**src/rtl/oled_init_ctrl.sv**
```systemverilog
// Power-up sequencer for an SSD1306-class OLED: pulses the panel reset, then streams the init table to the byte writer.
// Define OLED_INIT_CLEAR_EN to append a full GDDRAM clear (8 pages x {B0+p, 00, 10, 128 x 00}) after the table.
module oled_init_ctrl #(
   parameter int RST_LOW_CYCLES  = 1000,
   parameter int RST_WAIT_CYCLES = 1000
) (
   input  logic       clk,
   input  logic       rst_n,
   input  logic       write_done,
   output logic       oled_rst,
   output logic       oled_dc,
   output logic [7:0] data,
   output logic       ena_write,
   output logic       init_done
);

   localparam int unsigned CMD_BYTES = 25;
   localparam int unsigned PAGE_LEN  = 131;
`ifdef OLED_INIT_CLEAR_EN
   localparam int unsigned CLR_BYTES = 8 * PAGE_LEN;
`else
   localparam int unsigned CLR_BYTES = 0;
`endif
   localparam int unsigned TOTAL   = CMD_BYTES + CLR_BYTES;
   localparam int unsigned IDX_W   = $clog2(TOTAL);
   localparam int unsigned CNT_MAX = (RST_LOW_CYCLES > RST_WAIT_CYCLES) ? RST_LOW_CYCLES : RST_WAIT_CYCLES;
   localparam int unsigned CNT_W   = $clog2(CNT_MAX + 1);

   localparam logic [7:0] CMD_TABLE [CMD_BYTES] = '{
      8'hAE, 8'hD5, 8'h80, 8'hA8, 8'h3F, 8'hD3, 8'h00, 8'h40, 8'h8D,
      8'h14, 8'h20, 8'h02, 8'hA1, 8'hC8, 8'hDA, 8'h12, 8'h81, 8'hCF,
      8'hD9, 8'hF1, 8'hDB, 8'h40, 8'hA4, 8'hA6, 8'hAF
   };

   typedef enum logic [2:0] {RST_LOW, RST_WAIT, SEND, GAP, WAIT, DONE} state_t;

   state_t             state;
   logic [CNT_W-1:0]   cnt;
   logic [IDX_W-1:0]   idx;

   // Returns {dc, byte} for a sequence position.
   function automatic logic [8:0] entry(input logic [IDX_W-1:0] pos);
      logic [8:0] e;
`ifdef OLED_INIT_CLEAR_EN
      logic [IDX_W-1:0] j;
      logic [IDX_W-1:0] pg;
      logic [IDX_W-1:0] off;
`endif
      e = {1'b0, CMD_TABLE[pos[4:0]]};
`ifdef OLED_INIT_CLEAR_EN
      if (pos >= IDX_W'(CMD_BYTES)) begin
         j   = pos - IDX_W'(CMD_BYTES);
         pg  = j / IDX_W'(PAGE_LEN);
         off = j % IDX_W'(PAGE_LEN);
         if (off == IDX_W'(0))      e = {1'b0, 8'hB0 + pg[7:0]};
         else if (off == IDX_W'(1)) e = {1'b0, 8'h00};
         else if (off == IDX_W'(2)) e = {1'b0, 8'h10};
         else                       e = {1'b1, 8'h00};
      end
`endif
      return e;
   endfunction

   always_ff @(posedge clk) begin
      if (rst_n) begin
         state     <= RST_LOW;
         cnt       <= '0;
         idx       <= '0;
         oled_rst  <= 1'b0;
         oled_dc   <= 1'b0;
         data      <= '0;
         ena_write <= 1'b0;
         init_done <= 1'b0;
      end else begin
         ena_write <= 1'b0;
         case (state)
            // Reset edge loads cnt=0, so the full count keeps the pin low for RST_LOW_CYCLES post-reset cycles.
            RST_LOW: begin
               if (cnt == CNT_W'(RST_LOW_CYCLES)) begin
                  cnt      <= '0;
                  oled_rst <= 1'b1;
                  state    <= RST_WAIT;
               end else begin
                  cnt <= cnt + CNT_W'(1);
               end
            end
            RST_WAIT: begin
               if (cnt == CNT_W'(RST_WAIT_CYCLES - 1)) begin
                  cnt               <= '0;
                  idx               <= '0;
                  ena_write         <= 1'b1;
                  {oled_dc, data}   <= entry('0);
                  state             <= SEND;
               end else begin
                  cnt <= cnt + CNT_W'(1);
               end
            end
            SEND: state <= GAP;
            GAP:  state <= WAIT;
            WAIT: begin
               if (write_done) begin
                  if (idx == IDX_W'(TOTAL - 1)) begin
                     init_done <= 1'b1;
                     state     <= DONE;
                  end else begin
                     idx             <= idx + IDX_W'(1);
                     ena_write       <= 1'b1;
                     {oled_dc, data} <= entry(idx + IDX_W'(1));
                     state           <= SEND;
                  end
               end
            end
            DONE: state <= DONE;
            default: state <= RST_LOW;
         endcase
      end
   end

endmodule

```
**config.mk**
```make
export PLATFORM = sky130hd
export DESIGN_NAME = oled_init_ctrl
export DESIGN_NICKNAME = d
export VERILOG_FILES = /design/src/rtl/oled_init_ctrl.sv
export SDC_FILE = /design/constraint.sdc
export NUM_CORES = 1
export LEC_CHECK = 0
export BUFFER_PORTS_ARGS = -buffer_cell sky130_fd_sc_hd__clkbuf_2
export CORE_MARGIN = 3
export CORE_UTILIZATION = 30
export CTS_CLUSTER_DIAMETER = 80
export CTS_CLUSTER_SIZE = 24
export DETAILED_ROUTE_END_ITERATION = 6
export GPL_TIMING_DRIVEN = 1
export PLACE_DENSITY_LB_ADDON = 0.25
export SETUP_SLACK_MARGIN = 0.02
export SYNTH_ARGS = -nofsm -noshare
export SYNTH_HDL_FRONTEND = slang
export SYNTH_SLANG_ARGS = --single-unit
```
**constraint.sdc**
```tcl
create_clock -name clk -period 2.3 [get_ports clk]
set_input_delay 0.46 -clock clk [delete_from_list [all_inputs] [get_ports clk]]
set_output_delay 0.46 -clock clk [all_outputs]
set_load 0.1 [all_outputs]
```
=== Yosys cells after proc, flatten, opt, wreduce, memory -nomap -nowiden ===
Memory sizes are Yosys's and may differ from the RTL's.
Index checks and enable logic that the tools add are counted.

* Register bits: 30
* Bits in read-only memories: 256
* Memories: 1

{| class="wikitable"
|+ Memories
! name !! words !! width !! read ports !! clocked after Yosys merged registers in !! write ports !! line !! RTL
|-
| (name not given) || 32 || 8 || 1 || 0 || 0 || 49 || <nowiki>e = {1'b0, CMD_TABLE[pos[4:0]]};</nowiki>
|}

* $lt $le $gt $ge: 1
* Equal/unequal tests: 12
* Add/sub/neg operators: 2
* Reduce and logical (&&, ||, !) cells: 7
* Bitwise logic cells: 1
* Multiplexer cells: 26

{| class="wikitable"
|+ Operators by type and width
! cell !! count
|-
| 8-bit two-way mux || 5
|-
| 10-bit == test, second input constant || 2
|-
| 10-bit two-way mux || 2
|-
| 10-bit case mux with 2 select lines || 1
|-
| 3-bit case mux with 6 select lines || 1
|-
| 8-bit case mux with 2 select lines || 1
|-
| 5-bit two-way mux || 3
|-
| 3-bit two-way mux || 4
|-
| 10-bit by 1-bit adder with 10-bit output, second input constant || 1
|-
| 5-bit case mux with 2 select lines || 1
|-
| 2-bit != test, second input constant || 4
|-
| 3-bit by 2-bit == test with 1-bit output, second input constant || 2
|-
| 3-bit == test, second input constant || 2
|-
| 6-bit greater-or-equal comparator, second input constant || 1
|-
| 1-bit two-way mux || 6
|-
| 5-bit NOT with 6-bit output || 1
|-
| 3-bit AND reduction || 2
|-
| 5-bit by 1-bit adder with 5-bit output, second input constant || 1
|-
| 5-bit == test, second input constant || 1
|-
| 1-bit case mux with 2 select lines || 2
|-
| 4-bit AND reduction || 1
|-
| 2-bit nonzero test || 2
|-
| 3-bit by 1-bit == test with 1-bit output, second input constant || 1
|-
| 3-bit zero test || 1
|-
| 2-bit AND reduction || 1
|}

=== Longest topological paths before layout ===
Gate-level depths: netlist (run 1).

* Depth in word-level cells: 8
* Gate-level depth with buffers: 9

=== Worst setup path after synthesis (run 1) ===
No wires, ideal clock.

* Kind: reg2reg
* Start: register idx[1]
* End: register data[2]
* Library setup time: 0.089 ns
* Setup slack: -0.095 ns
* Path buffers: 2
* Clock period less this slack: 2.395 ns
* Cell stages (with the launch flop): 9
* Required time: 2.211 ns
* Data arrival time: 2.306 ns
* Path through: dfxtp_1 ha_1 clkbuf_1 inv_1 ha_1 clkbuf_1 a21oi_1 o211ai_2 nor4bb_4

* Longest elaborated chain between the ends: 8

{| class="wikitable"
|+ Ends and longest elaborated chain
! element !! line !! RTL
|-
| from (decl) || 39 || <nowiki>logic [IDX_W-1:0] idx;</nowiki>
|-
| from (signal assigned) || 106 || <nowiki>idx <= idx + IDX_W'(1);</nowiki>
|-
| 5-bit by 1-bit adder with 5-bit output || 108 || <nowiki>{oled_dc, data} <= entry(idx + IDX_W'(1));</nowiki>
|-
| 5-bit NOT with 6-bit output (implied by the code) || 49 ||
|-
| memory 32 x 8 bit || n/a ||
|-
| 8-bit two-way mux (implied by the code) (2 in a row) || 49 ||
|-
| 8-bit two-way mux || 102 || <nowiki>if (idx == IDX_W'(TOTAL - 1)) begin</nowiki>
|-
| 8-bit two-way mux || 101 || <nowiki>if (write_done) begin</nowiki>
|-
| 8-bit case mux with 2 select lines || 76 || <nowiki>case (state)</nowiki>
|-
| to (signal assigned) || 92 || <nowiki>{oled_dc, data} <= entry('0);</nowiki>
|-
| to (signal assigned) || 108 ||
|-
| to (decl) || 12 || <nowiki>output logic [7:0] data,</nowiki>
|}

Parallel ways exist; a longest one is shown, timed or not. The select of a mux whose other input is x is not followed.
A chain may end at the register's enable or synchronous reset.

=== Final worst setup path (run 1) ===
* Start: register idx[0]
* End: register data[5]

The elaborated chain is that of the path after synthesis.

==> flow_summary.html, run 1 <==
<table>
<tr><th>Metric</th><th>Value</th></tr>
<tr><th colspan="2">Status</th></tr>
<tr><td>Outcome</td><td>complete, no violations</td></tr>
<tr><th colspan="2">Power and ir drop</th></tr>
<tr><td>Maximum resistive drop on vdd</td><td>0.209 mV</td></tr>
<tr><td>Proportion of power drawn by combinational gates</td><td>around 3.2%</td></tr>
<tr><td>Total power per unit cell area</td><td>507 nW/µm²</td></tr>
<tr><td>Leak Pwr</td><td>0.971 nW</td></tr>
<tr><td>Total power</td><td>approximately 0.0012 W</td></tr>
<tr><td>Pint</td><td>0.000949 W</td></tr>
<tr><td>Proportion of power drawn by the clock network</td><td>between 50% and 60%</td></tr>
<tr><td>Net switching power</td><td>0.000237 W</td></tr>
<tr><td>Reg power frac</td><td>43.2%</td></tr>
<tr><td>Switching share of power</td><td>20.0%</td></tr>
<tr><th colspan="2">Min path</th></tr>
<tr><td>Startpoint of the lowest-slack hold path</td><td>data[0]</td></tr>
<tr><td>Type of the most critical hold path</td><td>reg -&gt; reg</td></tr>
<tr><th colspan="2">Floorplan</th></tr>
<tr><td>Count of standard-cell rows</td><td>29</td></tr>
<tr><td>Total die area</td><td>7820 µm²</td></tr>
<tr><td>Core area</td><td>6460 µm²</td></tr>
<tr><td>Starting density of the core</td><td>between 30% and 40%</td></tr>
<tr><td>Top-level port count</td><td>15</td></tr>
<tr><td>Horizontal extent of the die</td><td>88.5 µm</td></tr>
<tr><td>Height of the chip</td><td>between 80 and 90 µm</td></tr>
<tr><th colspan="2">Critical path</th></tr>
<tr><td>Critical path start-end classification</td><td>reg -&gt; reg</td></tr>
<tr><td>Startpoint of the most critical setup path</td><td>idx[0]</td></tr>
<tr><td>Slowest stage cell, crit path</td><td>sky130_fd_sc_hd__ha_2</td></tr>
<tr><td>Maximum net fanout on the critical path</td><td>11</td></tr>
<tr><td>Nature of the critical path startpoint</td><td>flip-flop</td></tr>
<tr><td>CP Data Required Time</td><td>2500 ps</td></tr>
<tr><td>Largest incremental delay on the critical path</td><td>~420 ps</td></tr>
<tr><td>Critical path cell sequence</td><td>ha_1, inv_1, ha_2, buf_4, a21oi_1, nor3_1, o21ai_1, a22o_1, a211oi_2</td></tr>
<tr><td>Worst EP arrival</td><td>2300 ps</td></tr>
<tr><td>Startpoint of the worst-slack reg-to-reg timing path</td><td>idx[0]</td></tr>
<tr><td>Setup crit end kind</td><td>flip-flop</td></tr>
<tr><th colspan="2">GRT</th></tr>
<tr><td>GRT Total Usage</td><td>13.6%</td></tr>
<tr><td>Global route total overflow</td><td>0</td></tr>
<tr><td>Number of global-route vias before repair</td><td>1624</td></tr>
<tr><td>Pin count of the biggest net entering global routing</td><td>23</td></tr>
<tr><td>Number of antenna violations at the first check in global routing</td><td>0</td></tr>
<tr><td>Wire length of the first global-routing pass</td><td>8350 µm</td></tr>
<tr><th colspan="2">Route</th></tr>
<tr><td>Iteration-0 DRC count of the detailed router</td><td>approximately 90</td></tr>
<tr><td>Remaining antenna violation count after routing</td><td>0</td></tr>
<tr><td>Met2 wire length</td><td>2150 µm</td></tr>
<tr><td>Met1 layer wirelength in the final routing</td><td>2520 µm</td></tr>
<tr><td>Total wirelength of the detailed-routed design</td><td>4970 µm</td></tr>
<tr><td>Length of the first detailed-routing pass in iterations</td><td>4</td></tr>
<tr><td>Vias after detailed routing</td><td>~1800</td></tr>
<tr><td>Met3 routed WL</td><td>208 µm</td></tr>
<tr><td>Final routed wire length divided by cell count</td><td>14.8 µm</td></tr>
<tr><td>Number of vias per cell after detailed routing</td><td>5.35</td></tr>
<tr><td>Max layer used</td><td>met4</td></tr>
<tr><td>Final routed DRC violation total</td><td>0</td></tr>
<tr><th colspan="2">Synthesis</th></tr>
<tr><td>Netlist area before placement</td><td>2040 µm²</td></tr>
<tr><td>Post-synth net total</td><td>approximately 250</td></tr>
<tr><td>Sequential area share after synthesis</td><td>between 20 and 30%</td></tr>
<tr><td>#FFs+latches synth</td><td>29</td></tr>
<tr><td>Number of distinct library cell variants in the gate-level netlist after synthesis</td><td>70</td></tr>
<tr><td>Most frequently used flop master after synthesis</td><td>sky130_fd_sc_hd__dfxtp_1</td></tr>
<tr><td>Proportion of synthesized flip-flops having asynchronous set or reset</td><td>0%</td></tr>
<tr><td>YS warnings</td><td>0</td></tr>
<tr><td>Post-Synthesis Mean Instance Area</td><td>8.46 µm²</td></tr>
<tr><td>Number of flops mapped to enable cells by yosys</td><td>0</td></tr>
<tr><td>Cell count after synthesis</td><td>241</td></tr>
<tr><th colspan="2">STA</th></tr>
<tr><td>Least-Margin Pin Slew</td><td>709 ps</td></tr>
<tr><td>Slew Viols, Final</td><td>0</td></tr>
<tr><td>Slew headroom</td><td>roughly 53%</td></tr>
<tr><td>Share of the clock period used by the worst path</td><td>91.1%</td></tr>
<tr><td>Accumulated negative setup slack</td><td>0 ps</td></tr>
<tr><td>Setup violation total in the final timing report</td><td>0</td></tr>
<tr><td>Post-layout minimum cycle time</td><td>2100 ps</td></tr>
<tr><td>Final count of hold timing violations</td><td>0</td></tr>
<tr><td>Highest clock frequency the design can meet</td><td>477 MHz</td></tr>
<tr><td>Setup skew after layout</td><td>5.84 ps</td></tr>
<tr><td>Unrepaired setup endpoints after global routing</td><td>false</td></tr>
<tr><th colspan="2">Clocking</th></tr>
<tr><td>H-Tree Depth</td><td>2</td></tr>
<tr><td>Number of buffers on the longest clock path</td><td>2</td></tr>
<tr><td>Number of clock sinks</td><td>29</td></tr>
<tr><td>Clock buffers created by TritonCTS</td><td>5</td></tr>
<tr><td>Post-CTS Setup Bufs</td><td>0</td></tr>
<tr><td>Root Buffer Master</td><td>sky130_fd_sc_hd__clkbuf_8</td></tr>
<tr><td>Clock transition at path regs</td><td>70 ps</td></tr>
<tr><td>CTS tree</td><td>done</td></tr>
<tr><td>Clock latency on the worst-skew pair</td><td>roughly 280 ps</td></tr>
<tr><th colspan="2">Cells and area</th></tr>
<tr><td>Seq. cell area</td><td>582 µm²</td></tr>
<tr><td>Non-filler instance count after layout</td><td>between 300 and 400</td></tr>
<tr><td>Antenna cells</td><td>0</td></tr>
<tr><td>Final-stage net count</td><td>269</td></tr>
<tr><td>Area grow syn2layout</td><td>14.7%</td></tr>
<tr><td>Filler cells</td><td>671</td></tr>
<tr><td>Layout cells sized above 1</td><td>a little over a fifth</td></tr>
<tr><td>Area used by multi-input combinational logic</td><td>1330 µm²</td></tr>
<tr><th colspan="2">Place</th></tr>
<tr><td>Number of port buffers</td><td>13</td></tr>
<tr><td>Cells after DPL</td><td>328</td></tr>
<tr><td>Post-detail-place hpwl</td><td>3600 µm</td></tr>
<tr><td>Final GP Congestion</td><td>about 0.89</td></tr>
<tr><th colspan="2">Flow run</th></tr>
<tr><td># Max-Cap Violations</td><td>0</td></tr>
</table>
## worst paths after layout
check,to,slack (ps),depth (start not counted)
min reg2reg,data[0],460,2
min,data[0],460,2
max reg2reg,data[5],200,9
max,data[5],200,9
## registers in the layout, summed over array words and instances, names as in the netlist
name	cells
ena_write	1
data	8
state	3
cnt	10
oled_rst	1
idx	5
init_done	1
## kinds of logic (layout without fill, tap and decap cells)
group | Yosys count | in the layout | synth area share [%]
muxes | 5 | 5 | 2.45
adders and majority gates | 8 | 8 | 4.91
other | 1 | 1 | 0.184
AOI/OAI and AO/OA | 70 | 70 | 24.5
DFF | 29 | 29 | 28.5
and+or+nand+nor | 87 | 87 | 24.8
buffers and inverters | 25 | 43 | 6.81
xor gates and xnor gates | 16 | 16 | 7.79
## cells in the final DEF (no fill, tap or decap), types with 6 or more instances in the layout
| cell type | instances |
|---|---|
| sky130_fd_sc_hd__nor2_1 | 29 |
| sky130_fd_sc_hd__o21ai_1 | 8 |
| sky130_fd_sc_hd__a21oi_1 | 19 |
| sky130_fd_sc_hd__buf_4 | 12 |
| sky130_fd_sc_hd__nand3_1 | 9 |
| sky130_fd_sc_hd__nand2_1 | 16 |
| sky130_fd_sc_hd__xor2_1 | 9 |
| sky130_fd_sc_hd__clkbuf_2 | 13 |
| sky130_fd_sc_hd__ha_1 | 7 |
| sky130_fd_sc_hd__inv_1 | 7 |
| sky130_fd_sc_hd__dfxtp_1 | 28 |
| sky130_fd_sc_hd__xnor2_1 | 6 |
## through the flow
step / cell area, µm² / util [%] / setup slack (ps) / hold WS, ps
after floorplan: 2040 / - / 56.1 / 479
after global placement: 2190 / 33.9 / 127 / 445
after detailed placement: 2190 / 33.9 / 147 / 448
after CTS: 2320 / 36.0 / 115 / 458
after global routing: 2340 / 36.2 / 58.3 / 510
final: 2340 / 36.2 / 204 / 457
## synth_stat cells (all sizes together), types with 2 or more instances
| library cell | number | area [µm²] |
|---|---|---|
| nand2b | 4 | 25.0 |
| xnor2 | 7 | 80.1 |
| a21oi | 20 | 104 |
| nand2 | 17 | 66.3 |
| clkbuf | 4 | 15.0 |
| nor4 | 2 | 12.5 |
| buf | 11 | 86.3 |
| nand4 | 2 | 12.5 |
| o31ai | 2 | 20.0 |
| and3b | 2 | 17.5 |
| a31oi | 4 | 25.0 |
| a211oi | 4 | 40.0 |
| o32ai | 3 | 26.3 |
| o211ai | 2 | 20.0 |
| inv | 9 | 33.8 |
| and4b | 3 | 33.8 |
| nor3b | 2 | 26.3 |
| and3 | 3 | 18.8 |
| nor2 | 30 | 120 |
| dfxtp | 29 | 581 |
| nand3b | 3 | 35.0 |
| nor4bb | 2 | 35.0 |
| o22ai | 2 | 12.5 |
| ha | 8 | 100 |
| a21o | 2 | 15.0 |
| or3 | 2 | 12.5 |
| o21ai | 13 | 65.1 |
| mux2i | 5 | 50.1 |
| nand3 | 10 | 55.1 |
| and4 | 2 | 17.5 |
| xor2 | 9 | 78.8 |
| a22oi | 2 | 15.0 |
## critical path, delay by kind of cell (launching register included)
kind / cells / cell delay, ps
AO/OA/AOI/OAI: 4 / 620
AND/OR/NAND/NOR: 1 / 150
buffers and inverters: 2 / 280
flip-flops: 1 / 380
adder cells (fa/ha/maj): 2 / 600
## metal layers
metal  up-vias  track usage (%)
li1        913                -
met1       844             19.3
met2        34             20.3
met3         7             2.89
met4         0             4.81
met5         -                0
## final cells by class
class | instances | share of cell area [%]
Multi-Input combinational cell | 187 | 56.9
Timing Repair Buffer | 25 | 6.63
Clock buffer | 5 | 2.94
Clock inverter | 3 | 2.78
Sequential cell | 29 | 24.9
Inverter | 10 | 1.77
Tap cell | 77 | 4.12
## power groups by stage
stage               combinational, W  clock, W  sequential, W
floorplan                  0.0000286         0       0.000522
detailed placement         0.0000383         0       0.000523
finish                     0.0000379  0.000636       0.000512
global route               0.0000434  0.000681       0.000512
global placement           0.0000385         0       0.000523
CTS                        0.0000384  0.000656       0.000512
## what timing repair did
item	CTS	global route
endpoints found under the setup margin	0	4
gates resized for setup	0	4
hold buffers	0	0
Note: power is estimated with default switching activity, not from simulation.
==> run 2, diff against run 1 <==
==> constraint.sdc (replaced) <==
create_clock -name clk -period 1.8 [get_ports clk]
set_input_delay 0.36 -clock clk [delete_from_list [all_inputs] [get_ports clk]]
set_output_delay 0.36 -clock clk [all_outputs]
set_load 0.1 [all_outputs]
==> run 2 against run 1 <==
Sequential cell count is the same. Clock skew shrank 1.4 ps. Total power grew 24%. Count of clock-buffer cells in the layout grew 1. Final area grew 16%. Worst setup slack lost 190 ps. Critical path type unchanged. Critical endpoint is now data[2]. Largest cell class unchanged.
==> flow_summary.html, run 2 (synthesis gave the netlist of run 1 again) <==
<table>
<tr><th>Metric</th><th>Value</th></tr>
<tr><th colspan="2">Status</th></tr>
<tr><td>Outcome</td><td>complete, no violations (unchanged)</td></tr>
<tr><th colspan="2">Critical path</th></tr>
<tr><td>Cells on worst reg2reg path</td><td>7 (was 9)</td></tr>
<tr><td>Worst EP arrival</td><td>1960 ps (was 2300 ps)</td></tr>
<tr><td>Startpoint of the worst-slack reg-to-reg timing path</td><td>idx[0] (unchanged)</td></tr>
<tr><td>Critical path start-end classification</td><td>reg -&gt; reg (unchanged)</td></tr>
<tr><td>Nature of the critical path startpoint</td><td>flip-flop (unchanged)</td></tr>
<tr><td>R2R Setup Slk</td><td>10 ps (was 200 ps)</td></tr>
<tr><td>Worst flop-to-flop path endpoint</td><td>data[2] (was data[5])</td></tr>
<tr><td>Maximum net fanout on the critical path</td><td>6 (was 11)</td></tr>
<tr><td>Setup crit end kind</td><td>flip-flop (unchanged)</td></tr>
<tr><td>CP Data Required Time</td><td>1970 ps (was 2500 ps)</td></tr>
<tr><th colspan="2">STA</th></tr>
<tr><td>Post-layout minimum cycle time</td><td>1790 ps (was 2100 ps)</td></tr>
<tr><td>Highest clock frequency the design can meet</td><td>559 MHz (was 477 MHz)</td></tr>
<tr><td>Share of the clock period used by the worst path</td><td>99.4% (was 91.1%)</td></tr>
<tr><td>Setup violation total in the final timing report</td><td>0 (unchanged)</td></tr>
<tr><td>Slew Viols, Final</td><td>0 (unchanged)</td></tr>
<tr><td>Setup skew after layout</td><td>4.47 ps (was 5.84 ps)</td></tr>
<tr><td>Least-Margin Pin Slew</td><td>550 ps (was 709 ps)</td></tr>
<tr><td>Unrepaired setup endpoints after global routing</td><td>true (was false)</td></tr>
<tr><td>Slew headroom</td><td>63.5% (was 52.7%)</td></tr>
<tr><td>Accumulated negative setup slack</td><td>0 ps (unchanged)</td></tr>
<tr><td>Final count of hold timing violations</td><td>0 (unchanged)</td></tr>
<tr><th colspan="2">GRT</th></tr>
<tr><td>Number of global-route vias before repair</td><td>1780 (was 1624)</td></tr>
<tr><td>Global route total overflow</td><td>0 (unchanged)</td></tr>
<tr><td>Number of antenna violations at the first check in global routing</td><td>0 (unchanged)</td></tr>
<tr><td>GRT Total Usage</td><td>14.4% (was 13.6%)</td></tr>
<tr><td>Pin count of the biggest net entering global routing</td><td>16 (was 23)</td></tr>
<tr><td>Wire length of the first global-routing pass</td><td>8740 µm (was 8350 µm)</td></tr>
<tr><th colspan="2">Cells and area</th></tr>
<tr><td>Leading registers by flop count</td><td>cnt: 10 flops, data: 8 flops, idx: 5 flops (unchanged)</td></tr>
<tr><td>Layout cells sized above 1</td><td>36.3% (was 20.8%)</td></tr>
<tr><td>Filler cells</td><td>654 (was 671)</td></tr>
<tr><td>Antenna cells</td><td>0 (unchanged)</td></tr>
<tr><td>Max FFs per register</td><td>10 (unchanged)</td></tr>
<tr><td>Post-Layout Inst Area</td><td>2710 µm² (was 2340 µm²)</td></tr>
<tr><td>Area grow syn2layout</td><td>32.8% (was 14.7%)</td></tr>
<tr><td>Largest reg by FF count</td><td>cnt (unchanged)</td></tr>
<tr><td>Post-layout utilization of the core</td><td>41.9% (was 36.2%)</td></tr>
<tr><td>Final-stage net count</td><td>299 (was 269)</td></tr>
<tr><td>Commonest non-fill, non-tap cell in the layout</td><td>sky130_fd_sc_hd__buf_4 (was sky130_fd_sc_hd__nor2_1)</td></tr>
<tr><td>Top library cells by usage in the layout, fill and taps aside</td><td>sky130_fd_sc_hd__buf_4, sky130_fd_sc_hd__nor2_1, sky130_fd_sc_hd__dfxtp_1, sky130_fd_sc_hd__a21oi_1, sky130_fd_sc_hd__nand2_1 (was sky130_fd_sc_hd__nor2_1, sky130_fd_sc_hd__dfxtp_1, sky130_fd_sc_hd__a21oi_1, sky130_fd_sc_hd__nand2_1, sky130_fd_sc_hd__clkbuf_2)</td></tr>
<tr><th colspan="2">Route</th></tr>
<tr><td>Vias after detailed routing</td><td>1938 (was 1798)</td></tr>
<tr><td>Final routed DRC violation total</td><td>0 (unchanged)</td></tr>
<tr><td>Length of the first detailed-routing pass in iterations</td><td>4 (unchanged)</td></tr>
<tr><td>Total wirelength of the detailed-routed design</td><td>5550 µm (was 4970 µm)</td></tr>
<tr><td>Remaining antenna violation count after routing</td><td>0 (unchanged)</td></tr>
<tr><td>Iteration-0 DRC count of the detailed router</td><td>101 (was 91)</td></tr>
<tr><td>Number of vias per cell after detailed routing</td><td>5.30 (was 5.35)</td></tr>
<tr><td>Final routed wire length divided by cell count</td><td>15.2 µm (was 14.8 µm)</td></tr>
<tr><th colspan="2">Clocking</th></tr>
<tr><td>H-Tree Depth</td><td>2 (unchanged)</td></tr>
<tr><td>Number of buffers on the longest clock path</td><td>2 (unchanged)</td></tr>
<tr><td>Root Buffer Master</td><td>sky130_fd_sc_hd__clkbuf_8 (unchanged)</td></tr>
<tr><td>Clock buffers created by TritonCTS</td><td>5 (unchanged)</td></tr>
<tr><td>Clock transition at path regs</td><td>70 ps (about the same)</td></tr>
<tr><td>Clock latency on the worst-skew pair</td><td>280 ps (about the same)</td></tr>
<tr><td>CTS tree</td><td>done (unchanged)</td></tr>
<tr><td>Number of clock sinks</td><td>29 (unchanged)</td></tr>
<tr><th colspan="2">Floorplan</th></tr>
<tr><td>Starting density of the core</td><td>31.6% (unchanged)</td></tr>
<tr><td>Top-level port count</td><td>15 (unchanged)</td></tr>
<tr><td>Total die area</td><td>7820 µm² (unchanged)</td></tr>
<tr><td>Height of the chip</td><td>88.5 µm (unchanged)</td></tr>
<tr><td>Horizontal extent of the die</td><td>88.5 µm (unchanged)</td></tr>
<tr><td>Count of standard-cell rows</td><td>29 (unchanged)</td></tr>
<tr><td>Core area</td><td>6460 µm² (unchanged)</td></tr>
<tr><th colspan="2">Flow run</th></tr>
<tr><td># Max-Cap Violations</td><td>0 (unchanged)</td></tr>
<tr><th colspan="2">Place</th></tr>
<tr><td>Final GP Congestion</td><td>0.860 (was 0.886)</td></tr>
<tr><td>Post-placement cell area</td><td>2390 µm² (was 2190 µm²)</td></tr>
<tr><td>Post-detail-place hpwl</td><td>3980 µm (was 3600 µm)</td></tr>
<tr><td>Number of port buffers</td><td>13 (unchanged)</td></tr>
<tr><th colspan="2">Power and ir drop</th></tr>
<tr><td>Leak Pwr</td><td>1.13 nW (was 0.971 nW)</td></tr>
<tr><td>Total power per unit cell area</td><td>544 nW/µm² (was 507 nW/µm²)</td></tr>
<tr><td>Maximum resistive drop on vdd</td><td>0.223 mV (was 0.209 mV)</td></tr>
<tr><td>Total power</td><td>0.00147 W (was 0.00119 W)</td></tr>
<tr><th colspan="2">Min path</th></tr>
<tr><td>Worst hold path cell count</td><td>2 (unchanged)</td></tr>
<tr><td>Type of the most critical hold path</td><td>in -&gt; reg (was reg -&gt; reg)</td></tr>
<tr><td>Endpoint with the worst hold slack</td><td>state[2] (was data[0])</td></tr>
<tr><td>Startpoint of the lowest-slack hold path</td><td>write_done (was data[0])</td></tr>
</table>
## run 2: metrics by stage
step | worst slack (ps) | instances | hold WS [ps]
after floorplan | 12.0 | 241 | 479
after global placement | 21.1 | 348 | 449
after detailed placement | -0.568 | 348 | 447
after CTS | 3.62 | 358 | 417
after global routing | -38.5 | 366 | 436
final | 11.3 | 366 | 417
## run 2: how the worst max path moves through the flow
| stage | from | to | slack [ps] |
|---|---|---|---|
| after floorplan | idx[1] | data[2] | 10 |
| after global placement | idx[0] | data[2] | 20 |
| after global routing | idx[0] | data[3] | -40 |
| after detailed placement | idx[0] | data[2] | -0.6 |
| after CTS | cnt[5] | data[2] | 4 |
| final | idx[0] | data[2] | 10 |
## run 2: what timing repair did
item                                    in CTS  in global routing
hold buffers                                 0                  0
endpoints found under the hold margin        0                  0
endpoints found under the setup margin       3                 13
pin swaps                                    2                 12
buffers inserted                             2                  8
gates resized for setup                      3                 25
## run 2: area by class of cell
| class | count | area [µm²] | share of cell area (%) |
|---|---|---|---|
| sequential | 29 | 592 | 21.8 |
| clock inverter | 2 | 35.0 | 1.29 |
| inverter | 10 | 45.0 | 1.66 |
| multi-input combinational | 187 | 1460 | 53.9 |
| tap | 77 | 96.3 | 3.56 |
| timing repair buffer | 55 | 388 | 14.3 |
| clock buffer | 6 | 93.8 | 3.46 |
## run 2: power by group
part / internal (W) / switching (W)
registers: 0.000644 / 0.00000702
clock network: 0.000494 / 0.000275
logic: 0.0000190 / 0.0000343
## run 2: critical path, cell delays in order (launching register included)
cell and delay [ps]:
sky130_fd_sc_hd__dfxtp_4 370, sky130_fd_sc_hd__ha_4 180, sky130_fd_sc_hd__buf_4 160, sky130_fd_sc_hd__and3b_1 180, sky130_fd_sc_hd__a32oi_1 210, sky130_fd_sc_hd__o21ai_1 120
sky130_fd_sc_hd__a211o_1 300, sky130_fd_sc_hd__nor4bb_4 150
## run 2: per-layer routing
metal,vias up,global-route usage (%),routed length [µm]
met1,898,19.1,2660
met2,51,22.1,2440
met5,-,0,0
met4,0,4.67,148
met3,14,4.66,293
li1,975,-,-
==> run 3, diff against run 2 <==
--- a/config.mk
+++ b/config.mk
@@ -6,9 +6,11 @@
 export NUM_CORES = 1
 export LEC_CHECK = 0
 export BUFFER_PORTS_ARGS = -buffer_cell sky130_fd_sc_hd__clkbuf_2
+export CELL_PAD_IN_SITES_DETAIL_PLACEMENT = 2
+export CELL_PAD_IN_SITES_GLOBAL_PLACEMENT = 2
 export CORE_MARGIN = 3
 export CORE_UTILIZATION = 30
-export CTS_CLUSTER_DIAMETER = 80
+export CTS_CLUSTER_DIAMETER = 100
 export CTS_CLUSTER_SIZE = 24
 export DETAILED_ROUTE_END_ITERATION = 6
 export GPL_TIMING_DRIVEN = 1
==> run 3 against run 2 <==
The flow now finishes with violations (setup timing). Routed wire length up 44%. Sequential share of layout area down 0.56 points. Clock skew up 3.0 ps. Sequential power about the same. Worst setup slack worse by 27 ps. Count of clock-buffer cells in the layout up 2. Register-to-register slack worse by 30 ps. Critical path depth up 1. Highest routed layer unchanged.
==> flow_summary.html, run 3 (synthesis gave the netlist of run 1 again) <==
<table>
<tr><th>Metric</th><th>Value</th></tr>
<tr><th colspan="2">Status</th></tr>
<tr><td>Outcome</td><td>finished, violations left (was complete, no violations)</td></tr>
<tr><td>Failing checks</td><td>setup timing</td></tr>
<tr><th colspan="2">Critical path</th></tr>
<tr><td>Largest incremental delay on the critical path</td><td>380 ps (was 370 ps)</td></tr>
<tr><td>Worst EP arrival</td><td>2030 ps (was 1960 ps)</td></tr>
<tr><td>Slowest stage cell, crit path</td><td>sky130_fd_sc_hd__dfxtp_4 (unchanged)</td></tr>
<tr><td>Critical path cell sequence</td><td>ha_4, inv_4, ha_4, a21oi_2, nor3_2, o21ai_1, a22o_1, a211oi_2 (was ha_4, buf_4, and3b_1, a32oi_1, o21ai_1, a211o_1, nor4bb_4)</td></tr>
<tr><td>Category of cells accounting for the largest share of critical-path delay</td><td>compound AO/OA/AOI/OAI gates (unchanged)</td></tr>
<tr><td>Critical path start-end classification</td><td>reg -&gt; reg (unchanged)</td></tr>
<tr><td>Setup crit end kind</td><td>flip-flop (unchanged)</td></tr>
<tr><td>Maximum net fanout on the critical path</td><td>8 (was 6)</td></tr>
<tr><td>Most used cell along the critical path</td><td>sky130_fd_sc_hd__ha_4</td></tr>
<tr><td>Crit path buffers/inverters</td><td>1 (unchanged)</td></tr>
<tr><td>Nature of the critical path startpoint</td><td>flip-flop (unchanged)</td></tr>
<tr><td>CP Data Required Time</td><td>2010 ps (was 1970 ps)</td></tr>
<tr><th colspan="2">STA</th></tr>
<tr><td>Post-layout worst setup margin</td><td>-15.3 ps (was 11.3 ps)</td></tr>
<tr><td>Setup skew after layout</td><td>7.47 ps (was 4.47 ps)</td></tr>
<tr><td>Slew headroom</td><td>62.5% (was 63.5%)</td></tr>
<tr><td>Final count of hold timing violations</td><td>0 (unchanged)</td></tr>
<tr><td>Unrepaired setup endpoints after global routing</td><td>true (unchanged)</td></tr>
<tr><td>Post-layout minimum cycle time</td><td>1820 ps (was 1790 ps)</td></tr>
<tr><td>Least-Margin Pin Slew</td><td>565 ps (was 550 ps)</td></tr>
<tr><td>Highest clock frequency the design can meet</td><td>551 MHz (was 559 MHz)</td></tr>
<tr><td>Slew Viols, Final</td><td>0 (unchanged)</td></tr>
<tr><td>Setup violation total in the final timing report</td><td>1 (was 0)</td></tr>
<tr><td>Share of the clock period used by the worst path</td><td>101% (was 99.4%)</td></tr>
<tr><th colspan="2">Cells and area</th></tr>
<tr><td>Post-layout utilization of the core</td><td>43.4% (was 41.9%)</td></tr>
<tr><td>Antenna cells</td><td>0 (unchanged)</td></tr>
<tr><td>Commonest non-fill, non-tap cell in the layout</td><td>sky130_fd_sc_hd__buf_4 (unchanged)</td></tr>
<tr><td>Max FFs per register</td><td>10 (unchanged)</td></tr>
<tr><td>Layout cells sized above 1</td><td>40.6% (was 36.3%)</td></tr>
<tr><td>Final-stage net count</td><td>308 (was 299)</td></tr>
<tr><td>Largest reg by FF count</td><td>cnt (unchanged)</td></tr>
<tr><td>Leading registers by flop count</td><td>cnt: 10 flops, data: 8 flops, idx: 5 flops (unchanged)</td></tr>
<tr><td>Top library cells by usage in the layout, fill and taps aside</td><td>sky130_fd_sc_hd__buf_4, sky130_fd_sc_hd__nor2_1, sky130_fd_sc_hd__dfxtp_1, sky130_fd_sc_hd__a21oi_1, sky130_fd_sc_hd__nand2_1 (unchanged)</td></tr>
<tr><td>Area grow syn2layout</td><td>37.5% (was 32.8%)</td></tr>
<tr><td>Filler cells</td><td>720 (was 654)</td></tr>
<tr><td>Non-filler instance count after layout</td><td>375 (was 366)</td></tr>
<tr><th colspan="2">Clocking</th></tr>
<tr><td>H-Tree Depth</td><td>2 (unchanged)</td></tr>
<tr><td>Clock transition at path regs</td><td>70 ps (about the same)</td></tr>
<tr><td>Clock buffers created by TritonCTS</td><td>5 (unchanged)</td></tr>
<tr><td>Root Buffer Master</td><td>sky130_fd_sc_hd__clkbuf_8 (unchanged)</td></tr>
<tr><td>CTS tree</td><td>done (unchanged)</td></tr>
<tr><td>Number of buffers on the longest clock path</td><td>2 (unchanged)</td></tr>
<tr><td>Clock latency on the worst-skew pair</td><td>290 ps (was 280 ps)</td></tr>
<tr><td>Number of buffers inserted for hold repair after clock tree synthesis</td><td>0 (unchanged)</td></tr>
<tr><td>Number of clock sinks</td><td>29 (unchanged)</td></tr>
<tr><th colspan="2">GRT</th></tr>
<tr><td>Global route total overflow</td><td>0 (unchanged)</td></tr>
<tr><td>Wire length of the first global-routing pass</td><td>11800 µm (was 8740 µm)</td></tr>
<tr><td>Pin count of the biggest net entering global routing</td><td>16 (unchanged)</td></tr>
<tr><td>Number of antenna violations at the first check in global routing</td><td>0 (unchanged)</td></tr>
<tr><td>GRT Total Usage</td><td>20.0% (was 14.4%)</td></tr>
<tr><td>Number of global-route vias before repair</td><td>2163 (was 1780)</td></tr>
<tr><th colspan="2">Route</th></tr>
<tr><td>Number of vias per cell after detailed routing</td><td>5.60 (was 5.30)</td></tr>
<tr><td>Final routed DRC violation total</td><td>0 (unchanged)</td></tr>
<tr><td>Iteration-0 DRC count of the detailed router</td><td>100 (was 101)</td></tr>
<tr><td>Vias after detailed routing</td><td>2101 (was 1938)</td></tr>
<tr><td>Final routed wire length divided by cell count</td><td>21.4 µm (was 15.2 µm)</td></tr>
<tr><td>Total wirelength of the detailed-routed design</td><td>8020 µm (was 5550 µm)</td></tr>
<tr><td>Length of the first detailed-routing pass in iterations</td><td>4 (unchanged)</td></tr>
<tr><td>Remaining antenna violation count after routing</td><td>0 (unchanged)</td></tr>
<tr><th colspan="2">Power and ir drop</th></tr>
<tr><td>Proportion of power drawn by combinational gates</td><td>4.2% (was 3.6%)</td></tr>
<tr><td>Pint</td><td>0.00106 W (was 0.00116 W)</td></tr>
<tr><td>Maximum resistive drop on vdd</td><td>0.217 mV (was 0.223 mV)</td></tr>
<tr><td>Net switching power</td><td>0.000327 W (was 0.000316 W)</td></tr>
<tr><td>Reg power frac</td><td>47.1% (was 44.2%)</td></tr>
<tr><td>Proportion of power drawn by the clock network</td><td>48.8% (was 52.2%)</td></tr>
<tr><td>Switching share of power</td><td>23.6% (was 21.5%)</td></tr>
<tr><td>Leak Pwr</td><td>1.20 nW (was 1.13 nW)</td></tr>
<tr><td>Total power per unit cell area</td><td>494 nW/µm² (was 544 nW/µm²)</td></tr>
<tr><th colspan="2">Place</th></tr>
<tr><td>Post-detail-place hpwl</td><td>5260 µm (was 3980 µm)</td></tr>
<tr><td>Number of port buffers</td><td>13 (unchanged)</td></tr>
<tr><td>Cells after DPL</td><td>354 (was 348)</td></tr>
<tr><td>Final GP Congestion</td><td>0.822 (was 0.860)</td></tr>
<tr><th colspan="2">Floorplan</th></tr>
<tr><td>Core area</td><td>6460 µm² (unchanged)</td></tr>
<tr><td>Total die area</td><td>7820 µm² (unchanged)</td></tr>
<tr><td>Starting density of the core</td><td>31.6% (unchanged)</td></tr>
<tr><td>Top-level port count</td><td>15 (unchanged)</td></tr>
<tr><td>Height of the chip</td><td>88.5 µm (unchanged)</td></tr>
<tr><td>Count of standard-cell rows</td><td>29 (unchanged)</td></tr>
<tr><td>Horizontal extent of the die</td><td>88.5 µm (unchanged)</td></tr>
<tr><th colspan="2">Flow run</th></tr>
<tr><td># Max-Cap Violations</td><td>0 (unchanged)</td></tr>
<tr><th colspan="2">Min path</th></tr>
<tr><td>Type of the most critical hold path</td><td>in -&gt; reg (unchanged)</td></tr>
</table>
## run 3: through the flow
| step | area, µm² | hold WS, ps | setup WS, ps | TNS (ps) | power, W |
|---|---|---|---|---|---|
| floorplan | 2110 | 479 | 12.0 | 0 | 0.000701 |
| global placement | 2440 | 440 | 8.96 | 0 | 0.000719 |
| detailed placement | 2440 | 463 | -43.8 | -116 | 0.000721 |
| CTS | 2620 | 413 | 20.7 | 0 | 0.00140 |
| global route | 2800 | 418 | -156 | -689 | 0.00146 |
| finish | 2800 | 424 | -15.3 | -15.3 | 0.00139 |
## run 3: worst paths after layout
| check | cells past startpoint | end | slack [ps] | from |
|---|---|---|---|---|
| hold / removal | 2 | state[2] | 420 | write_done |
| setup / recovery | 8 | data[5] | -20 | idx[1] |
| setup reg to reg | 8 | data[5] | -20 | idx[1] |
| hold reg to reg | 2 | data[0] | 470 | data[0] |
## run 3: area by class of cell
type | instances | area (µm²) | area share [%]
repair buffers | 63 | 463 | 16.5
well taps | 77 | 96.3 | 3.44
inverters | 10 | 50.0 | 1.78
flip-flops and latches | 29 | 597 | 21.3
multi-input cells | 188 | 1490 | 53.0
clock buffers | 8 | 111 | 3.97
## run 3: timing repair
action,CTS,global route
resized for setup,8,31
buffers inserted,6,6
cloned,0,1
endpoints found under the setup margin,8,21
hold endpoints to repair,0,0
pin swaps,5,10
## run 3: power groups by stage
stage / combinational (W) / clock (W) / sequential [W]
CTS: 0.0000553 / 0.000696 / 0.000651
detailed placement: 0.0000551 / 0 / 0.000666
finish: 0.0000576 / 0.000676 / 0.000652
global route: 0.0000655 / 0.000741 / 0.000653
global placement: 0.0000526 / 0 / 0.000666
floorplan: 0.0000365 / 0 / 0.000664
## run 3: worst reg2reg max path, stage by stage, from the launching register on
cell and delay (ps):
sky130_fd_sc_hd__dfxtp_4 380, sky130_fd_sc_hd__ha_4 200, sky130_fd_sc_hd__inv_4 60, sky130_fd_sc_hd__ha_4 360, sky130_fd_sc_hd__a21oi_2 100, sky130_fd_sc_hd__nor3_2 130
sky130_fd_sc_hd__o21ai_1 110, sky130_fd_sc_hd__a22o_1 240, sky130_fd_sc_hd__a211oi_2 170
## run 3: layer usage
metal	track usage, %	routed length, µm	vias up
met5	0	0	-
met4	5.63	99	0
met3	3.35	224	10
met2	33.5	3990	38
met1	26.5	3700	1060
li1	-	-	993
